--- config.mk ---
export PLATFORM = sky130hd
export DESIGN_NAME = demux_1xn_stream
export DESIGN_NICKNAME = d
export VERILOG_FILES = /design/src/rtl/demux_1xn_stream.sv
export SDC_FILE = /design/constraint.sdc
export NUM_CORES = 1
export LEC_CHECK = 0
export CORE_MARGIN = 2
export CORE_UTILIZATION = 30
export CTS_CLUSTER_SIZE = 8
export DETAILED_ROUTE_END_ITERATION = 8
export PLACE_DENSITY = 0.56
export SETUP_SLACK_MARGIN = 0.15
export SYNTH_ARGS = -nofsm -noshare
export SYNTH_HDL_FRONTEND = slang
export SYNTH_SLANG_ARGS = --single-unit
--- constraint.sdc ---
create_clock -name clk -period 4.3 [get_ports clk]
set_input_delay 0.86 -clock clk [delete_from_list [all_inputs] [get_ports clk]]
set_output_delay 0.86 -clock clk [all_outputs]
set_load 0.02 [all_outputs]
--- src/rtl/demux_1xn_stream.sv ---
// 1-to-N stream demultiplexer with packet lock and per-channel output registers.
// Optional sticky out-of-range flag: define DEMUX_1XN_ERR_EN.
module demux_1xn_stream #(
    parameter int WIDTH = 8,
    parameter int N     = 8,
    parameter int SELW  = 3
) (
    input  logic                 clk,
    input  logic                 rst,
    input  logic [WIDTH-1:0]     in_data,
    input  logic [SELW-1:0]      in_sel,
    input  logic                 in_last,
    input  logic                 in_valid,
    output logic                 in_ready,
    output logic [N*WIDTH-1:0]   out_data,
    output logic [N-1:0]         out_last,
    output logic [N-1:0]         out_valid,
    input  logic [N-1:0]         out_ready,
    output logic                 busy,
    output logic                 err
);

    typedef enum logic {
        IDLE,
        LOCK
    } state_t;

    state_t             state_q, state_d;
    logic [SELW-1:0]    cur_sel_q, cur_sel_d;
    logic [N*WIDTH-1:0] data_q, data_d;
    logic [N-1:0]       last_q, last_d;
    logic [N-1:0]       valid_q, valid_d;

    logic [SELW-1:0]    tgt;
    logic [N-1:0]       hit;
    logic               acc;

    // One-hot target; an out-of-range target matches no channel.
    always_comb begin
        tgt = (state_q == LOCK) ? cur_sel_q : in_sel;
        hit = '0;
        for (int k = 0; k < N; k++) begin
            hit[k] = (tgt == SELW'(k));
        end
    end

    assign in_ready = ~|(hit & valid_q & ~out_ready);
    assign acc      = in_valid & in_ready;

    always_comb begin
        state_d   = state_q;
        cur_sel_d = cur_sel_q;
        unique case (state_q)
            IDLE: begin
                if (acc && !in_last) begin
                    state_d   = LOCK;
                    cur_sel_d = in_sel;
                end
            end
            LOCK: begin
                if (acc && in_last) begin
                    state_d = IDLE;
                end
            end
        endcase
    end

    // Drain first, then a load on the same channel overrides it.
    always_comb begin
        data_d  = data_q;
        last_d  = last_q;
        valid_d = valid_q & ~out_ready;
        for (int k = 0; k < N; k++) begin
            if (acc && hit[k]) begin
                data_d[k*WIDTH +: WIDTH] = in_data;
                last_d[k]                = in_last;
                valid_d[k]               = 1'b1;
            end
        end
    end

    always_ff @(posedge clk or posedge rst) begin
        if (rst) begin
            state_q   <= IDLE;
            cur_sel_q <= '0;
            data_q    <= '0;
            last_q    <= '0;
            valid_q   <= '0;
        end else begin
            state_q   <= state_d;
            cur_sel_q <= cur_sel_d;
            data_q    <= data_d;
            last_q    <= last_d;
            valid_q   <= valid_d;
        end
    end

    assign out_data  = data_q;
    assign out_last  = last_q;
    assign out_valid = valid_q;
    assign busy      = (state_q == LOCK);

`ifdef DEMUX_1XN_ERR_EN
    logic err_q, err_d;

    always_comb begin
        err_d = err_q | (acc & ~|hit);
    end

    always_ff @(posedge clk or posedge rst) begin
        if (rst) begin
            err_q <= 1'b0;
        end else begin
            err_q <= err_d;
        end
    end

    assign err = err_q;
`else
    assign err = 1'b0;
`endif

endmodule

# [Word-level counts from Yosys, hierarchy flattened]
# Cells that the tools add are included.
[op_classes] bitwise_logic=6 n_reduce_logical=15 mux=12 eq_ne=7
[ops] cell="bitwise AND 8 bit" n=3
[ops] cell="== test 3 bit, second input constant" n=4
[ops] cell="logical AND 1 bit" n=10
[ops] cell="two-way mux 1 bit" n=10
[ops] cell="inverter 8 bit" n=1
[ops] cell="OR reduction 8 bit" n=1
[ops] cell="== test 3 x 2 -> 1 bit, second input constant" n=2
[ops] cell="== test 3 x 1 -> 1 bit, second input constant" n=1
[ops] cell="zero test 3 bit" n=1
[ops] cell="two-way mux 3 bit" n=1
[ops] cell="zero test 1 bit" n=2
[ops] cell="one-hot mux 1 bit (2 select lines)" n=1
[ops] cell="AND reduction 2 bit" n=1
[ops] cell="bitwise AND 1 bit" n=1
[ops] cell="inverter 1 bit" n=1
[word_totals] ff_bits=84 elab_cells=59 output_inout_bits=83

# [Logic depth before layout (Yosys ltp)]
[logic_depth] word_depth=10 depth_mapped=7 depth_no_buf=5

# [Worst setup path after synthesis]
# No wires, ideal clock.
[synth_path] path_kind="input to output" start="in in_sel[2]" end="out in_ready" cell_stages=5 arrival_time_ps=2142 path_slack_ps=1298 path_cell_list="mux2i_4 -> mux2i_1 -> a222oi_1 -> buf_4 -> and2_1"
[synth_between] elab_chain_len=6 elab_cells_between_ends=13 classes_between="eq/ne (7); mux (1); bitwise (2); reduce/logical (3)"
[synth_rtl] item="start: declaration" line="11" rtl="input logic [SELW-1:0] in_sel,"
[synth_rtl] item="two-way mux 3 bit (*)" line="40" rtl="tgt = (state_q == LOCK) ? cur_sel_q : in_sel;"
[synth_rtl] item="== test 3 x 1 -> 1 bit, or another cell as far along" line="43" rtl="hit[k] = (tgt == SELW'(k));"
[synth_rtl] item="bitwise AND 8 bit (*) (2 in series)" line="47" rtl="assign in_ready = ~|(hit & valid_q & ~out_ready);"
[synth_rtl] item="OR reduction 8 bit (*)" line="47"
[synth_rtl] item="zero test 1 bit (*)" line="47"
[synth_rtl] item="end: declaration" line="14" rtl="output logic in_ready,"
# Every way passes the cells marked *; elsewhere a longest branch is shown, timed or not.

# [Worst setup path after layout]
# Same ends and word-level chain as after synthesis.

==> results.cfg <==
[worst_setup_path]
r2r_cells = 7
crit_start = in_sel[2]
critPathCaptureType = output pin
cp.required_ps = 3440
startpoint_type = primary input
rrSetupSlack_ps = 1310
cp_common_cell = clkdlybuf4s50_1
path_cells = clkdlybuf4s50_1, mux2i_4, mux2i_1, a222oi_1, and2_1, clkdlybuf4s50_1
path_max_fanout = 6
endpoint = in_ready
worst_path_largest_cell_delay_ps = 610
worstPathArrival_ps = 2980
crit_type = primary input to output pin
slowest_stage = clkdlybuf4s50_1
reg2reg_to = out_data[2]$_DFFE_PP0P_

[detailed_routing]
drtPass1Iterations = 4
vias = 2239
drtAntennaViolNets = 0
drt-initial-drc-count = 61
drc = 0
via_per_inst = 4.57
finalWirelength_mm = 8.30
wire_per_inst_um = 16.9

[cells_and_area]
area.growth.synth_to_final_pct = 44.6
final_common_cell = clkdlybuf4s50_1
drive_above_1_share_pct = 18.4
antenna_cells = 0
utilization_pct = 43.9
layout.cells.non_filler = 490
final_cell_mix = clkdlybuf4s50_1 (104), dfrtp_1 (84), mux2_1 (39)
finalNetCount = 365

[clock_network]
cts_sinks = 84
clk_pin_slew_worst_paths_ps = 50
clock_latency_ps = 340
cts_setup_buffers = 0
cts_max_level = 3
root_buffer = clkbuf_16
clockBufferDepth = 2
cts_made_buffers = 9
cts_hold_buffers = 0
cts_tree = yes
ctsResizeCount = 0

[sta]
post-route-period-util_pct = 89.3
worst_pin_slew_ps = 512
final_hold_viol_count = 0
slew_headroom_pct = 65.9
holdWs_ps = 486
setup_viol_count_final = 0
setup_slack_ps = 458
rsz0062_at_grt = no
setup-tns-final_ps = 0
skew_ps = 6.08
period_needed_ps = 3840
slew_viol_final = 0
max_freq_mhz = 260

[global_route]
grt_pass1_wl_mm = 13.4
grt.total_usage_pct = 14.4
antenna_found_initial = 0
grt_pass1_vias = 2325
grt_max_degree = 41
grt-ovfl-total = 0

[yosys]
synth.top_cell.area_share_pct = 61.4
yosys.area_share.simple_pct = 9.03
synth-xor-area-share_pct = 0
synth_top_family_by_area = multiplexers
syn_nets = 250
synth_compound_area_share_pct = 1.94
synth-adder-area-share_pct = 0
syn-instance-count = 227
ys_warn_count = 0
muxShareOfSynthArea_pct = 26.5
ys_types = 27
seq_area_frac_synth_pct = 61.4
synth-seq-cells = 84
syn_avg_cell_area_sq_um = 15.1
syn_area_sq_mm = 0.00342
synthTopCellsByArea = dfrtp_1 (61%), mux2_1 (13%), mux2_2 (12%), nand3_4 (3.6%), nand2b_1 (2.0%)
yosys.area.top_type = dfrtp_1

[placed_design]
gp_routability_congestion = 0.758
io_buffer_count = 104
dp.cells = 474
dp_slack_ps = 466
hpwl_mm = 5.69

[job]
maxCapViolations = 0

[floorplan]
start_util_pct = 30.4
die_h_um = 111
rows = 39
die_w_um = 111
io_pins = 106
core_sq_mm = 0.0113
die_area_sq_mm = 0.0123

[power]
vdd_ir_drop_max_uv = 405
power.leakage_nw = 2.11
p_per_area_mw_per_mm2 = 803

[hold_path]
hold_path_class = register to register

[status]
status = completed
## critical path: cells and delay by family
family / cells / cell delay, ps
buffers and inverters: 2 / 1060
multiplexers: 2 / 430
AO/OA/AOI/OAI: 1 / 410
AND/OR/NAND/NOR: 1 / 210
## registers in the layout, indices dropped and copies added (netlist names), named ones only
name and cells:
out_valid 8, cur_sel_q 3, out_data 64, out_last 8
## per-layer routing
layer | track usage, % | vias to the layer above | wire, um
li1 | - | 1034 | -
met1 | 18.1 | 1133 | 3650
met2 | 22.9 | 66 | 4010
met3 | 6.07 | 6 | 546
met4 | 3.75 | 0 | 97
met5 | 0 | - | 0
## area by class of cell
cell class / instances / area [sq um]
Inverter: 2 / 8.76
Clock inverter: 4 / 48.8
Fill cell: 1045 / 6320
Clock buffer: 12 / 246
Multi-Input combinational cell: 136 / 1290
Tap cell: 143 / 179
Timing Repair Buffer: 109 / 1080
Sequential cell: 84 / 2100
## cells in the mapped netlist, drive strengths merged
master  instances
nor3            1
mux2i           5
inv             2
dfrtp          84
a222oi          1
nand4           1
a21oi           1
clkbuf          1
o21a            2
a21o            1
nand3           9
nand3b          1
nor2           10
nand2          10
conb            1
nor3b           1
buf             4
and2            1
a31oi           3
o21ai           2
nand2b         11
mux2           75
## per-stage QoR
stage               area, sq um  power, mW
floorplan                  3420       2.31
global route               4950       4.20
detailed placement         4650       3.25
CTS                        4950       4.04
global placement           4650       3.22
finish                     4950       3.97
## power by group
group | switching (mW) | leakage, nW | total, mW | internal, mW
registers | 0.209 | 1.02 | 1.38 | 1.17
clock network | 0.300 | 0.147 | 0.765 | 0.465
logic | 0.879 | 0.939 | 1.83 | 0.947
## worst min-delay path by stage
stage	to	cells after the start	startpoint	slack (ps)
detailed placement	out_data[12]$_DFFE_PP0P_	1	out_data[12]$_DFFE_PP0P_	480
global route	out_data[53]$_DFFE_PP0P_	1	out_data[53]$_DFFE_PP0P_	510
global placement	out_last[7]$_DFFE_PP0P_	1	out_last[7]$_DFFE_PP0P_	480
finish	out_data[50]$_DFFE_PP0P_	1	out_data[50]$_DFFE_PP0P_	490
floorplan	cur_sel_q[0]$_DFFE_PP0P_	1	cur_sel_q[0]$_DFFE_PP0P_	540
CTS	out_data[9]$_DFFE_PP0P_	1	out_data[9]$_DFFE_PP0P_	490
## logic make-up after synthesis
| family | after synthesis |
|---|---|
| DFF | 84 |
| muxes | 80 |
| and+or+nand+nor | 45 |
| AOI/OAI and AO/OA | 10 |
| buffers and inverters | 7 |
| other | 1 |
Power figures use the tool's default switching activity.
